[src/rtl/rip_bp_table_ctrl_pkg.sv]
// Shared branch-predictor constants: table geometry defaults, 2-bit counter
// encodings and the write-port controller state type.
package rip_branch_predictor_const;

  localparam int unsigned DEF_TABLE_DEPTH = 10;
  localparam int unsigned DEF_TABLE_WIDTH = 2;

  typedef logic [DEF_TABLE_DEPTH-1:0] bp_index_t;

  typedef enum logic [1:0] {
    STRONGLY_UNTAKEN = 2'd0,
    WEAKLY_UNTAKEN   = 2'd1,
    WEAKLY_TAKEN     = 2'd2,
    STRONGLY_TAKEN   = 2'd3
  } bp_weight_t;

  typedef enum logic {
    CLEAR = 1'b0,
    RUN   = 1'b1
  } ctrl_state_t;

endpackage

[src/rtl/rip_bp_table_ctrl_if.sv]
// Update handshake plus table write port of the predictor table controller.
interface rip_bp_table_ctrl_if #(
  parameter int unsigned TABLE_DEPTH = 10,
  parameter int unsigned TABLE_WIDTH = 2
);
  logic                   upd_valid;
  logic                   upd_ready;
  logic [TABLE_DEPTH-1:0] upd_index;
  logic [TABLE_WIDTH-1:0] upd_data;
  logic                   wr_en;
  logic [TABLE_DEPTH-1:0] wr_addr;
  logic [TABLE_WIDTH-1:0] wr_data;

  modport master (
    output upd_valid, upd_index, upd_data,
    input  upd_ready, wr_en, wr_addr, wr_data
  );

  modport slave (
    input  upd_valid, upd_index, upd_data,
    output upd_ready, wr_en, wr_addr, wr_data
  );
endinterface

[src/rtl/rip_bp_table_ctrl_fifo.sv]
// Small synchronous update FIFO; count is combinational so it is valid in the
// same cycle a clear is applied.
module rip_bp_update_fifo #(
  parameter int unsigned WIDTH = 12,
  parameter int unsigned DEPTH = 4
) (
  input  logic                       clk,
  input  logic                       rstn,
  input  logic                       push,
  input  logic                       pop,
  input  logic                       clear,
  input  logic [WIDTH-1:0]           wdata,
  output logic [WIDTH-1:0]           rdata,
  output logic                       full,
  output logic                       empty,
  output logic [$clog2(DEPTH):0]     count
);
  localparam int unsigned AW = $clog2(DEPTH);

  logic [WIDTH-1:0] mem [DEPTH];
  logic [AW:0]      wr_ptr;
  logic [AW:0]      rd_ptr;
  logic             do_push;
  logic             do_pop;

  assign empty   = (wr_ptr == rd_ptr);
  assign full    = (wr_ptr[AW] != rd_ptr[AW]) && (wr_ptr[AW-1:0] == rd_ptr[AW-1:0]);
  assign count   = wr_ptr - rd_ptr;
  assign rdata   = mem[rd_ptr[AW-1:0]];
  assign do_pop  = pop && !empty;
  assign do_push = push && (!full || do_pop);

  always_ff @(posedge clk or negedge rstn) begin
    if (!rstn) begin
      wr_ptr <= '0;
      rd_ptr <= '0;
    end else if (clear) begin
      wr_ptr <= '0;
      rd_ptr <= '0;
    end else begin
      if (do_push) wr_ptr <= wr_ptr + 1'b1;
      if (do_pop)  rd_ptr <= rd_ptr + 1'b1;
    end
  end

  always_ff @(posedge clk) begin
    if (do_push && !clear) mem[wr_ptr[AW-1:0]] <= wdata;
  end
endmodule

[src/rtl/rip_bp_table_ctrl.sv]
// Branch-predictor table write-port controller: initialisation sweep after
// reset/flush, then FIFO-buffered predictor updates at one write per cycle.
module rip_bp_table_ctrl
  import rip_branch_predictor_const::*;
#(
  parameter int unsigned           TABLE_DEPTH = DEF_TABLE_DEPTH,
  parameter int unsigned           TABLE_WIDTH = DEF_TABLE_WIDTH,
  parameter logic [TABLE_WIDTH-1:0] INIT_VALUE = TABLE_WIDTH'(WEAKLY_UNTAKEN),
  parameter int unsigned           FIFO_DEPTH  = 4
) (
  input  logic                clk,
  input  logic                rstn,
  input  logic                flush_req,
  rip_bp_table_ctrl_if.slave  bus,
  output logic                busy,
  output logic [7:0]          drop_cnt
);
  localparam int unsigned CW = TABLE_DEPTH + 1;
  localparam int unsigned FW = TABLE_DEPTH + TABLE_WIDTH;
  localparam int unsigned AW = $clog2(FIFO_DEPTH);
  localparam logic [CW-1:0] LAST = CW'((2 ** TABLE_DEPTH) - 1);

  ctrl_state_t     state;
  logic [CW-1:0]   cnt;
  logic            run;
  logic            push;
  logic            pop;
  logic            fifo_push;
  logic [FW-1:0]   head;
  logic            fifo_full;
  logic            fifo_empty;
  logic [AW:0]     fifo_count;
  logic [AW:0]     occ_next;
  logic [15:0]     drop_sum;

  assign run       = (state == RUN);
  assign push      = run && bus.upd_valid && bus.upd_ready;
  assign pop       = run && !fifo_empty && !flush_req;
  assign fifo_push = push && !flush_req && (!fifo_full || pop);
  assign occ_next  = fifo_count + (AW+1)'(fifo_push) - (AW+1)'(pop);
  // Entries still queued plus a push landing in the flush cycle are all lost.
  assign drop_sum  = 16'(drop_cnt) + 16'(fifo_count) + 16'(push);

  rip_bp_update_fifo #(
    .WIDTH (FW),
    .DEPTH (FIFO_DEPTH)
  ) u_fifo (
    .clk   (clk),
    .rstn  (rstn),
    .push  (fifo_push),
    .pop   (pop),
    .clear (flush_req),
    .wdata ({bus.upd_index, bus.upd_data}),
    .rdata (head),
    .full  (fifo_full),
    .empty (fifo_empty),
    .count (fifo_count)
  );

  always_ff @(posedge clk or negedge rstn) begin
    if (!rstn) begin
      state         <= CLEAR;
      cnt           <= '0;
      bus.wr_en     <= 1'b0;
      bus.wr_addr   <= '0;
      bus.wr_data   <= '0;
      bus.upd_ready <= 1'b0;
      busy          <= 1'b1;
      drop_cnt      <= '0;
    end else if (flush_req) begin
      // Address 0 is written in the flush edge itself, so the sweep resumes at 1.
      if (run) drop_cnt <= (drop_sum > 16'd255) ? 8'hFF : drop_sum[7:0];
      state         <= CLEAR;
      cnt           <= CW'(1);
      bus.wr_en     <= 1'b1;
      bus.wr_addr   <= '0;
      bus.wr_data   <= INIT_VALUE;
      bus.upd_ready <= 1'b0;
      busy          <= 1'b1;
    end else begin
      case (state)
        CLEAR: begin
          bus.wr_en     <= 1'b1;
          bus.wr_addr   <= cnt[TABLE_DEPTH-1:0];
          bus.wr_data   <= INIT_VALUE;
          bus.upd_ready <= 1'b0;
          busy          <= 1'b1;
          cnt           <= cnt + 1'b1;
          if (cnt == LAST) state <= RUN;
        end
        RUN: begin
          bus.wr_en     <= pop;
          if (pop) begin
            bus.wr_addr <= head[FW-1:TABLE_WIDTH];
            bus.wr_data <= head[TABLE_WIDTH-1:0];
          end
          bus.upd_ready <= (occ_next != (AW+1)'(FIFO_DEPTH));
          busy          <= 1'b0;
        end
        default: state <= CLEAR;
      endcase
    end
  end
endmodule

[src/flat_wrapper.sv]
// flat-port wrapper written by rule: the top's interface ports become plain ports
module rip_bp_table_ctrl_flat import rip_branch_predictor_const::*;
#(
  parameter int unsigned           TABLE_DEPTH = DEF_TABLE_DEPTH,
  parameter int unsigned           TABLE_WIDTH = DEF_TABLE_WIDTH,
  parameter logic [TABLE_WIDTH-1:0] INIT_VALUE = TABLE_WIDTH'(WEAKLY_UNTAKEN),
  parameter int unsigned           FIFO_DEPTH  = 4
)
  (clk, rstn, flush_req, busy, drop_cnt, bus_upd_valid, bus_upd_index, bus_upd_data, bus_upd_ready, bus_wr_en, bus_wr_addr, bus_wr_data);
  rip_bp_table_ctrl_if #(.TABLE_DEPTH(TABLE_DEPTH), .TABLE_WIDTH(TABLE_WIDTH)) bus_i ();
  input  logic clk;
  input  logic rstn;
  input  logic flush_req;
  output logic busy;
  output logic [7:0] drop_cnt;
  input wire logic [$bits(bus_i.upd_valid)-1:0] bus_upd_valid;
  input wire logic [$bits(bus_i.upd_index)-1:0] bus_upd_index;
  input wire logic [$bits(bus_i.upd_data)-1:0] bus_upd_data;
  output wire logic [$bits(bus_i.upd_ready)-1:0] bus_upd_ready;
  output wire logic [$bits(bus_i.wr_en)-1:0] bus_wr_en;
  output wire logic [$bits(bus_i.wr_addr)-1:0] bus_wr_addr;
  output wire logic [$bits(bus_i.wr_data)-1:0] bus_wr_data;
  assign bus_i.upd_valid = bus_upd_valid;
  assign bus_i.upd_index = bus_upd_index;
  assign bus_i.upd_data = bus_upd_data;
  assign bus_upd_ready = bus_i.upd_ready;
  assign bus_wr_en = bus_i.wr_en;
  assign bus_wr_addr = bus_i.wr_addr;
  assign bus_wr_data = bus_i.wr_data;
  rip_bp_table_ctrl #(.TABLE_DEPTH(TABLE_DEPTH), .TABLE_WIDTH(TABLE_WIDTH), .INIT_VALUE(INIT_VALUE), .FIFO_DEPTH(FIFO_DEPTH)) u_core (.clk(clk), .rstn(rstn), .flush_req(flush_req), .bus(bus_i), .busy(busy), .drop_cnt(drop_cnt));
endmodule
[config.mk]
export PLATFORM = sky130hd
export DESIGN_NAME = rip_bp_table_ctrl_flat
export DESIGN_NICKNAME = d
export VERILOG_FILES = /design/src/rtl/rip_bp_table_ctrl_pkg.sv /design/src/rtl/rip_bp_table_ctrl_if.sv /design/src/rtl/rip_bp_table_ctrl_fifo.sv /design/src/rtl/rip_bp_table_ctrl.sv /design/src/flat_wrapper.sv
export SDC_FILE = /design/constraint.sdc
export NUM_CORES = 1
export LEC_CHECK = 0
export ABC_AREA = 1
export BUFFER_PORTS_ARGS = -buffer_cell sky130_fd_sc_hd__buf_2
export CAP_MARGIN = 20
export CORE_ASPECT_RATIO = 1.1
export CORE_UTILIZATION = 45
export DETAILED_ROUTE_END_ITERATION = 8
export GPL_TIMING_DRIVEN = 0
export HOLD_SLACK_MARGIN = 0.03
export PLACE_DENSITY_LB_ADDON = 0.15
export REMOVE_ABC_BUFFERS = 1
export SLEW_MARGIN = 20
export SYNTH_ARGS = -nofsm -noshare
export SYNTH_HDL_FRONTEND = slang
export SYNTH_SLANG_ARGS = --single-unit
[constraint.sdc]
create_clock -name clk -period 3.4 [get_ports clk]
set_clock_uncertainty 0.15 [all_clocks]
set_input_delay 0 -clock clk [delete_from_list [all_inputs] [get_ports clk]]
set_output_delay 0 -clock clk [all_outputs]
set_load 0.1 [all_outputs]
==> reports/metrics.cfg, run 1 <==
[sta]
final-hold-violation-count = 0
hold_ws_ns = 0.1477
period_minus_slack_ns = 3.143
drv_slew = 0
grt_setup_unrepaired = false
max-slew-margin-rel_pct = 38.04
setup_viol = 0
clock.fmax_mhz = 318.2
totalNegativeSetupSlack_ns = 0
post-route-period-util_pct = 92.44
worst_pin_slew_ns = 0.9294

[finish]
fin_cells = 609
final_layout_size_suffix_gt1_share_pct = 21.54
finish.instance_area_um2 = 4986
postLayoutCoreUtil_pct = 53.32
syn_to_final_growth_pct = 15.34
n_antenna_cell = 0
final_cell_mix = nand2_1, edfxtp_1, inv_1
fin_nets = 520
nFillCells = 875
final_common_cell = nand2_1

[detailed_routing]
drc_errors = 0
wl_per_cell_um = 15.16
first_pass_iters = 4
ant_nets = 0
finalWirelength_um = 9230
drt_iter0_markers = 142
routed_via_density = 5.138
vias = 3129

[clock_tree]
htreeDepth = 3
cts_tree = done
clk_latency_ns = 0.37
cts.sinks = 89
cts-root-buf = clkbuf_8
clockBufferDepth = 2
clk_pin_slew_ns = 0.10
cts_made_buffers = 9

[logic_synthesis]
synth_async_sr_flop_share_pct = 46.07
seq_area_frac_synth_pct = 57.11
synth_edf_count = 48
ys.flop_type = edfxtp_1
synth_area_um2 = 4323
syn_inst = 431
yosys_warnings = 0
synth.distinct_cells = 42
synth.ff_latch_count = 89
syn_area_per_cell_um2 = 10.03

[setup_path]
arrival_ns = 3.30
path_cells = inv_2 -> ha_1 -> inv_1 -> fa_2 -> inv_1 -> fa_1 -> inv_1 -> ha_1 -> inv_1 -> nor2_4 -> nand3_2 -> nor2_4 -> nand3_2 -> nand2_2 -> o21bai_1 -> inv_1
cp.required_ns = 3.56
cpMaxStageDelayCell = fa_2
end_kind = register
path_max_fanout = 5
cp-start-kind = register
path_common_cell = inv_1
max_stage_delay_ns = 0.63
worstSetupPathType = reg -> reg

[global_route]
grt_overflow = 0
grt_antenna_before_repair = 0
grt_pass1_vias = 3085
grt_max_degree = 42
track_usage_pct = 20.37
grt_pass1_wl_um = 15330

[placement]
dpl_cell_area_um2 = 4594
placedCellCount = 573
place_congestion = 0.8332
port_buffers = 38
place_hpwl_um = 6151

[floorplanning]
ios = 39
die_w_um = 95.45
start_util_pct = 46.23
dieArea_um2 = 10000
die_h_um = 104.8
num_rows = 37
design.core.area_um2 = 9351

[power_and_ir_drop]
p_leak_nw = 2.099
p_comb_share_pct = 13.3
intPower_w = 0.001503
power_frac_clock_pct = 32.1
ir_drop_mv = 0.2874
p_per_area_nw_per_um2 = 433.7
netSwitchingPower_w = 0.0006594
power_switching_share_pct = 30.49
seqPwrFrac_pct = 54.6

[run_status]
status = finished clean

[run]
max-cap-violations = 0

[hold_path]
worst_hold_path_type = in -> async

synth_stat cells, types with 3 or more instances:
cell | instances | area share, %
nand2_1 | 59 | 5.1
edfxtp_1 | 48 | 33
inv_1 | 45 | 3.9
nor2_1 | 43 | 3.7
o21ai_0 | 43 | 5.0
dfrtp_1 | 40 | 23
nand3_1 | 23 | 2.7
a21oi_1 | 20 | 2.3
ha_1 | 14 | 4.1
nand2_2 | 10 | 1.4
o21ai_1 | 8 | 0.93
inv_2 | 7 | 0.61
clkbuf_1 | 6 | 0.52
nor2_2 | 5 | 0.72
nor2_4 | 5 | 1.3
o22ai_1 | 5 | 0.72
a22o_1 | 4 | 0.81
buf_2 | 4 | 0.46
nor3_1 | 4 | 0.46
fa_1 | 3 | 1.4
nand3_2 | 3 | 0.69
o21bai_1 | 3 | 0.52
xor2_1 | 3 | 0.61
path summary, 6_finish.rpt:
kind / cells past startpoint / slack (ns) / from / endpoint
worst min-delay path: 2 / 0.15 / rstn / u_core.bus.wr_addr[6]
worst max-delay path: 16 / 0.26 / u_core.u_fifo.wr_ptr[0] / u_core.drop_cnt[0]
worst max register to register: 16 / 0.26 / u_core.u_fifo.wr_ptr[0] / u_core.drop_cnt[0]
min in group clk: 2 / 0.22 / bus_upd_index[6] / u_core.u_fifo.mem[2][8]
max in group asynchronous: 2 / 2.26 / rstn / u_core.u_fifo.rd_ptr[0]
worst min register to register: 2 / 0.34 / u_core.cnt[10] / u_core.cnt[10]
per-layer routing:
metal | wire [um] | global-route usage (%) | vias up
li1 | - | - | 1563
met1 | 4360 | 27.01 | 1519
met2 | 4513 | 32.65 | 35
met3 | 158 | 2.911 | 12
met4 | 197 | 9.488 | 0
met5 | 0 | 0 | -
logic make-up after synthesis:
family	synth area share, %
buf+inv	6.368
xor+xnor	1.187
fa+ha+maj	5.441
simple gates	18.00
flops	57.11
compound gates	11.90
per-stage QoR:
step           power, W  worst slack, ns
3_5_place_dp   0.001482          -0.4713
6_report       0.002163           0.2572
5_1_grt        0.002252          0.01032
4_1_cts        0.002183          0.09179
3_3_place_gp   0.001474          -0.3478
2_1_floorplan  0.001412          0.08218
power by group through the flow:
stage / combinational (W) / clock, W / sequential [W]
detailed placement: 0.000277 / 0 / 0.00120
global placement: 0.000270 / 0 / 0.00120
floorplan: 0.0000897 / 0 / 0.00132
global route: 0.000311 / 0.000755 / 0.00119
finish: 0.000287 / 0.000694 / 0.00118
CTS: 0.000289 / 0.000711 / 0.00118
final cells by class:
cell class,count,area (um^2),area share [%]
timing repair buffer,58,381.6,7.654
inverter,54,207.7,4.166
clock buffer,9,123.9,2.484
clock inverter,7,62.56,1.255
sequential,89,2475,49.64
multi-input combinational,275,1589,31.87
tap,117,146.4,2.936
timing repair:
item | 4_1_cts | 5_1_grt
gates resized for setup | 6 | 2
endpoints found under the setup margin | 9 | 9
hold endpoints to repair | 98 | 0
buffers inserted | 1 | 4
hold buffers | 15 | 0
flip-flops by register name, indices dropped and copies added, names as in the netlist:
signal,flops
u_core.u_fifo.mem,48
u_core.cnt,11
u_core.bus.wr_addr,10
u_core.drop_cnt,8
u_core.u_fifo.rd_ptr,3
u_core.u_fifo.wr_ptr,3
u_core.bus.wr_data,2
u_core.bus.upd_ready,1
u_core.bus.wr_en,1
u_core.busy,1
u_core.run,1
critical path: cells and delay by family (launching register included):
kind,cells,cell delay [ns]
DFF,1,0.42
AOI/OAI and AO/OA,1,0.08
buffers and inverters,6,0.43
and+or+nand+nor,5,0.62
adders and majority gates,4,1.38
(Power assumes the default switching activity.)
==> run 2: changes to the inputs <==
Settings changed: BUFFER_PORTS_ARGS -buffer_cell sky130_fd_sc_hd__buf_2 to -buffer_cell sky130_fd_sc_hd__buf_4, CTS_BUF_LIST set to sky130_fd_sc_hd__clkbuf_8, SLEW_MARGIN 20 to 10.
==> run 2 against run 1 <==
Net effect:
- sequential power about the same
- fmax decreased by 1.0%
- critical path depth unchanged
- routed wire length decreased by 0.16%
- largest cell class unchanged
==> reports/metrics.cfg, run 2 (synthesis results as in run 1) <==
[placement]
port_buffers = 38  ; unchanged
place_hpwl_um = 6291  ; was 6151 um
placedCellCount = 576  ; was 573
place_congestion = 0.8275  ; was 0.8332
dpl_cell_area_um2 = 4716  ; was 4594 um^2
pre_cts_ws_ns = -0.4156  ; was -0.4713 ns

[detailed_routing]
drt_iter0_markers = 135  ; was 142
drc_errors = 0  ; unchanged
ant_nets = 0  ; unchanged
finalWirelength_um = 9215  ; was 9230 um
first_pass_iters = 4  ; unchanged
wl_per_cell_um = 15.06  ; was 15.16 um
routed_via_density = 5.158  ; was 5.138
vias = 3157  ; was 3129

[sta]
clock.fmax_mhz = 314.9  ; was 318.2 MHz
drv_slew = 0  ; unchanged
final-hold-violation-count = 0  ; unchanged
fin_ws_ns = 0.2244  ; was 0.2572 ns
max-slew-margin-rel_pct = 50.67  ; was 38.04%
setup_viol = 0  ; unchanged
post-route-period-util_pct = 93.40  ; was 92.44%
worst_pin_slew_ns = 0.7372  ; was 0.9294 ns
period_minus_slack_ns = 3.176  ; was 3.143 ns

[finish]
fin_cells = 612  ; was 609
syn_to_final_growth_pct = 18.38  ; was 15.34%
n_antenna_cell = 0  ; unchanged
final_cell_mix = nand2_1, edfxtp_1, inv_1  ; unchanged
final_layout_size_suffix_gt1_share_pct = 21.01  ; was 21.54%
nFillCells = 852  ; was 875
finish.instance_area_um2 = 5117  ; was 4986 um^2
final_common_cell = nand2_1  ; unchanged
fin_nets = 523  ; was 520
largest_reg_flops = 48  ; unchanged

[hold_path]
worst_hold_path_type = in -> reg  ; was in -> async
hold_start = bus_upd_index[4]
hold_depth = 2

[clock_tree]
clockBufferDepth = 2  ; unchanged
cts.sinks = 89  ; unchanged
clk_latency_ns = 0.36  ; was 0.37 ns
htreeDepth = 3  ; unchanged
cts-root-buf = clkbuf_8  ; unchanged
cts_tree = done  ; unchanged
cts_made_buffers = 9  ; unchanged
clk_pin_slew_ns = 0.10  ; about the same

[setup_path]
path_max_fanout = 18  ; was 5
arrival_ns = 3.33  ; was 3.30 ns
cp.required_ns = 3.55  ; was 3.56 ns
end_kind = register  ; unchanged
cp-start-kind = register  ; unchanged
r2r_cells = 16  ; unchanged
r2r_start = u_core.u_fifo.rd_ptr[1]  ; was u_core.u_fifo.wr_ptr[0]
crit_start = u_core.u_fifo.rd_ptr[1]  ; was u_core.u_fifo.wr_ptr[0]
worstSetupPathType = reg -> reg  ; unchanged

[floorplanning]
start_util_pct = 46.23  ; unchanged
die_h_um = 104.8  ; unchanged
ios = 39  ; unchanged
die_w_um = 95.45  ; unchanged
dieArea_um2 = 10000  ; unchanged
num_rows = 37  ; unchanged
design.core.area_um2 = 9351  ; unchanged

[power_and_ir_drop]
power_switching_share_pct = 30.38  ; was 30.49%
p_comb_share_pct = 13.8  ; was 13.3%
seqPwrFrac_pct = 53.8  ; was 54.6%
intPower_w = 0.001529  ; was 0.001503 W
ir_drop_mv = 0.2207  ; was 0.2874 mV
p_leak_nw = 2.149  ; was 2.099 nW
netSwitchingPower_w = 0.0006674  ; was 0.0006594 W
power_frac_clock_pct = 32.4  ; was 32.1%
power_w = 0.002197  ; was 0.002163 W
p_per_area_nw_per_um2 = 429.3  ; was 433.7 nW/um^2

[global_route]
track_usage_pct = 19.32  ; was 20.37%
grt_pass1_wl_um = 14760  ; was 15330 um
grt_pass1_vias = 3085  ; unchanged
grt_overflow = 0  ; unchanged
grt_antenna_before_repair = 0  ; unchanged
grt_max_degree = 33  ; was 42

[run_status]
status = finished clean  ; unchanged

[run]
max-cap-violations = 0  ; unchanged

## run 2: cell types whose count changed in the layout (fill, tap and decap cells not counted), sizes merged
cell and change:
clkinvlp -1, buf +1, inv +2, dlygate4sd3 +2, clkinv -1
## run 2: critical path: stages, from the launching register on
cell      delay [ns]
dfrtp_2         0.52
clkinv_4        0.21
ha_1            0.31
nand2_1         0.06
inv_1           0.04
nand2_2         0.12
nand2_1         0.16
nor2_1          0.19
o21bai_1        0.15
ha_1            0.17
inv_1           0.05
fa_1            0.38
xor2_1          0.16
o21ai_0         0.17
a21oi_1         0.05
or2_1           0.21
inv_1           0.05
## run 2: final timing paths
| kind | slack, ns | end |
|---|---|---|
| min reg2reg | 0.36 | u_core.cnt[10] |
| max reg2reg | 0.22 | u_core.bus.upd_ready |
| min in group asynchronous | 0.50 | u_core.u_fifo.wr_ptr[2] |
| max | 0.22 | u_core.bus.upd_ready |
| max in group asynchronous | 1.36 | u_core.cnt[0] |
| min | 0.23 | u_core.u_fifo.mem[1][6] |
## run 2: layer usage
| layer | vias up | track usage [%] | part of all wire, % |
|---|---|---|---|
| li1 | 1571 | - | - |
| met1 | 1517 | 25.43 | 46 |
| met2 | 58 | 32.65 | 50 |
| met3 | 11 | 2.402 | 2.6 |
| met4 | 0 | 6.397 | 1.2 |
| met5 | - | 0 | 0 |
## run 2: final cells by class
cell class | count | area [um^2] | share of cell area [%]
Clock inverter | 7 | 67.56 | 1.320
Timing Repair Buffer | 61 | 515.5 | 10.07
Clock buffer | 9 | 123.9 | 2.421
Inverter | 54 | 207.7 | 4.059
Tap cell | 117 | 146.4 | 2.861
Multi-Input combinational cell | 275 | 1582 | 30.90
Sequential cell | 89 | 2475 | 48.36
## run 2: stage by stage
stage	hold slack [ns]	TNS, ns	utilization (%)
CTS	0.2151	0	54.40
global placement	-0.1255	-2.860	50.07
finish	0.2291	0	54.72
global route	0.2199	-0.005285	54.72
floorplan	-0.4456	0	-
detailed placement	-0.1206	-3.581	50.43
## run 2: power by group through the flow
stage	clock network [W]	registers (W)	logic (W)
after floorplan	0	0.00132	0.0000897
after global placement	0	0.00120	0.000284
after detailed placement	0	0.00121	0.000289
after CTS	0.000728	0.00118	0.000305
after global routing	0.000778	0.00119	0.000326
final	0.000712	0.00118	0.000302
## run 2: timing repair
action	4_1_cts	5_1_grt
hold buffers	17	0
gates resized for setup	5	3
endpoints found under the hold margin	103	0
setup endpoints to repair	9	9
buffers inserted	0	3
==> run 3: changes to the inputs <==
Settings changed: GPL_TIMING_DRIVEN 0 to unset, SKIP_LAST_GASP set to 1.
Clock period 3.4 ns to 3.95 ns, I/O delays scaled along.
==> run 3 against run 2 <==
Net effect:
- sequential power down 14%
- highest routed layer unchanged
- sequential share of layout area hardly changed
- core utilization shrank 0.16 points
- critical path type unchanged
- largest cell class unchanged
- worst setup slack better by 0.51 ns
- largest power group unchanged
- cell area down 0.29%
==> reports/metrics.cfg, run 3 (synthesis results as in run 1) <==
[sta]
worst_pin_slew_ns = 0.7630  ; was 0.7372 ns
clock.fmax_mhz = 310.9  ; was 314.9 MHz
setup_viol = 0  ; unchanged
post-route-period-util_pct = 81.44  ; was 93.40%
grt_setup_unrepaired = false
drv_slew = 0  ; unchanged
max-slew-margin-rel_pct = 49.08  ; was 50.67%
final-hold-violation-count = 0  ; unchanged
totalNegativeSetupSlack_ns = 0  ; unchanged
hold_ws_ns = 0.2110  ; was 0.2291 ns
period_minus_slack_ns = 3.217  ; was 3.176 ns

[detailed_routing]
first_pass_iters = 4  ; unchanged
wl_per_cell_um = 14.75  ; was 15.06 um
vias = 3120  ; was 3157
ant_nets = 0  ; unchanged
drc_errors = 0  ; unchanged
drt_iter0_markers = 146  ; was 135
finalWirelength_um = 9027  ; was 9215 um
routed_via_density = 5.098  ; was 5.158

[finish]
final_cell_mix = nand2_1, edfxtp_1, inv_1  ; unchanged
nFillCells = 853  ; was 852
syn_to_final_growth_pct = 18.03  ; was 18.38%
multi_input_area_um2 = 1579  ; was 1582 um^2
n_antenna_cell = 0  ; unchanged
final_common_cell = nand2_1  ; unchanged
fin_nets = 523  ; unchanged
regArea_um2 = 2469  ; was 2475 um^2
largest_reg_flops = 48  ; unchanged
final_layout_size_suffix_gt1_share_pct = 20.00  ; was 21.01%

[clock_tree]
clk_pin_slew_ns = 0.10  ; about the same
cts-root-buf = clkbuf_8  ; unchanged
cts_setup_buffers = 0  ; unchanged
cts-resized-gates = 0  ; was 5
cts_made_buffers = 9  ; unchanged
cts.sinks = 89  ; unchanged
clk_latency_ns = 0.37  ; was 0.36 ns
htreeDepth = 3  ; unchanged
clockBufferDepth = 2  ; unchanged
cts_tree = done  ; unchanged

[setup_path]
r2r_start = u_core.u_fifo.wr_ptr[0]  ; was u_core.u_fifo.rd_ptr[1]
timing.rr.end = u_core.drop_cnt[2]  ; was u_core.bus.upd_ready
critical-path-top-delay-family = adder cells  ; unchanged
path_max_fanout = 5  ; was 18
arrival_ns = 3.39  ; was 3.33 ns
cp_num_buf_inv = 6  ; was 4
max_stage_delay_ns = 0.65  ; was 0.52 ns
cpMaxStageDelayCell = fa_1  ; was dfrtp_2
cp.required_ns = 4.12  ; was 3.55 ns
end_kind = register  ; unchanged
r2r_cells = 16  ; unchanged
worstSetupPathType = reg -> reg  ; unchanged
path_cells = inv_1 -> ha_1 -> inv_1 -> fa_1 -> inv_1 -> fa_1 -> inv_1 -> ha_1 -> inv_1 -> nor2_4 -> nand3_2 -> nor2_4 -> nand3_2 -> nand2_2 -> o21bai_1 -> inv_1  ; was clkinv_4 -> ha_1 -> nand2_1 -> inv_1 -> nand2_2 -> nand2_1 -> nor2_1 -> o21bai_1 -> ha_1 -> inv_1 -> fa_1 -> xor2_1 -> o21ai_0 -> a21oi_1 -> or2_1 -> inv_1
path_common_cell = inv_1  ; unchanged
cp-start-kind = register  ; unchanged
ff2ff_setup_slack_ns = 0.73  ; was 0.22 ns

[placement]
port_buffers = 38  ; unchanged
place_congestion = 0.8261  ; was 0.8275
place_hpwl_um = 6187  ; was 6291 um

[global_route]
track_usage_pct = 20.02  ; was 19.32%
grt_pass1_wl_um = 15050  ; was 14760 um
grt_antenna_before_repair = 0  ; unchanged
grt_overflow = 0  ; unchanged
grt_pass1_vias = 3046  ; was 3085
grt_max_degree = 40  ; was 33

[hold_path]
hold_start = bus_upd_index[4]  ; unchanged
hold_depth = 2  ; unchanged
min_to = u_core.u_fifo.mem[0][6]  ; was u_core.u_fifo.mem[1][6]
worst_hold_path_type = in -> reg  ; unchanged

[power_and_ir_drop]
p_leak_nw = 2.158  ; was 2.149 nW
p_per_area_nw_per_um2 = 372.1  ; was 429.3 nW/um^2
ir_drop_mv = 0.2041  ; was 0.2207 mV

[floorplanning]
start_util_pct = 46.23  ; unchanged
ios = 39  ; unchanged
dieArea_um2 = 10000  ; unchanged
die_h_um = 104.8  ; unchanged
design.core.area_um2 = 9351  ; unchanged
die_w_um = 95.45  ; unchanged
num_rows = 37  ; unchanged

[run]
max-cap-violations = 0  ; unchanged

[run_status]
status = finished clean  ; unchanged

-- run 3: stage by stage --
step	worst slack (ns)	total power [W]	util (%)	instances	cell area [um^2]
3_5_place_dp	0.7144	0.001288	50.55	579	4727
2_1_floorplan	0.6322	0.001216	-	418	4250
3_3_place_gp	0.7652	0.001284	50.55	579	4727
5_1_grt	0.5094	0.001984	54.56	612	5102
4_1_cts	0.7093	0.001917	54.56	612	5102
6_report	0.7333	0.001898	54.56	612	5102
-- run 3: repair_timing --
item	4_1_cts	5_1_grt
hold endpoints to repair	102	0
endpoints found under the setup margin	0	0
hold buffers	17	0
-- run 3: per-layer routing --
metal / share of wire [%] / GRT usage [%] / vias up
met5: 0 / 0 / -
met3: 3.8 / 4.003 / 13
met1: 45 / 27.53 / 1470
met2: 49 / 31.48 / 62
li1: - / - / 1575
met4: 1.5 / 6.716 / 0
-- run 3: worst max-delay path by stage --
stage	endpoint	cells after the start	from	slack, ns
finish	u_core.drop_cnt[2]	16	u_core.u_fifo.wr_ptr[0]	0.73
global placement	u_core.drop_cnt[2]	16	u_core.u_fifo.wr_ptr[0]	0.77
floorplan	u_core.drop_cnt[6]	16	u_core.u_fifo.rd_ptr[0]	0.63
detailed placement	u_core.drop_cnt[2]	16	u_core.u_fifo.wr_ptr[0]	0.71
CTS	u_core.drop_cnt[2]	16	u_core.u_fifo.wr_ptr[0]	0.71
global route	u_core.drop_cnt[7]	18	u_core.u_fifo.wr_ptr[0]	0.51
-- run 3: power by group --
part / leakage, nW / internal [W] / total (W) / switching [W]
sequential: 0.959 / 0.000997 / 0.00102 / 0.0000203
combinational: 1.10 / 0.0000736 / 0.000264 / 0.000190
clock: 0.0995 / 0.000247 / 0.000618 / 0.000370
total: 2.16 / 0.00132 / 0.00190 / 0.000581
-- run 3: worst register-to-register path: cells and delay by family, from the launching register on --
family	cells	cell delay, ns
adders and majority gates	4	1.42
buffers and inverters	6	0.49
DFF	1	0.42
AOI/OAI and AO/OA	1	0.08
and+or+nand+nor	5	0.60
-- run 3: cell type report --
type                            count  area share [%]
Timing Repair Buffer               61           10.00
Multi-Input combinational cell    275           30.95
Tap cell                          117           2.869
Clock buffer                        9           2.428
Clock inverter                      7           1.398
Sequential cell                    89           48.38
Inverter                           54           3.973
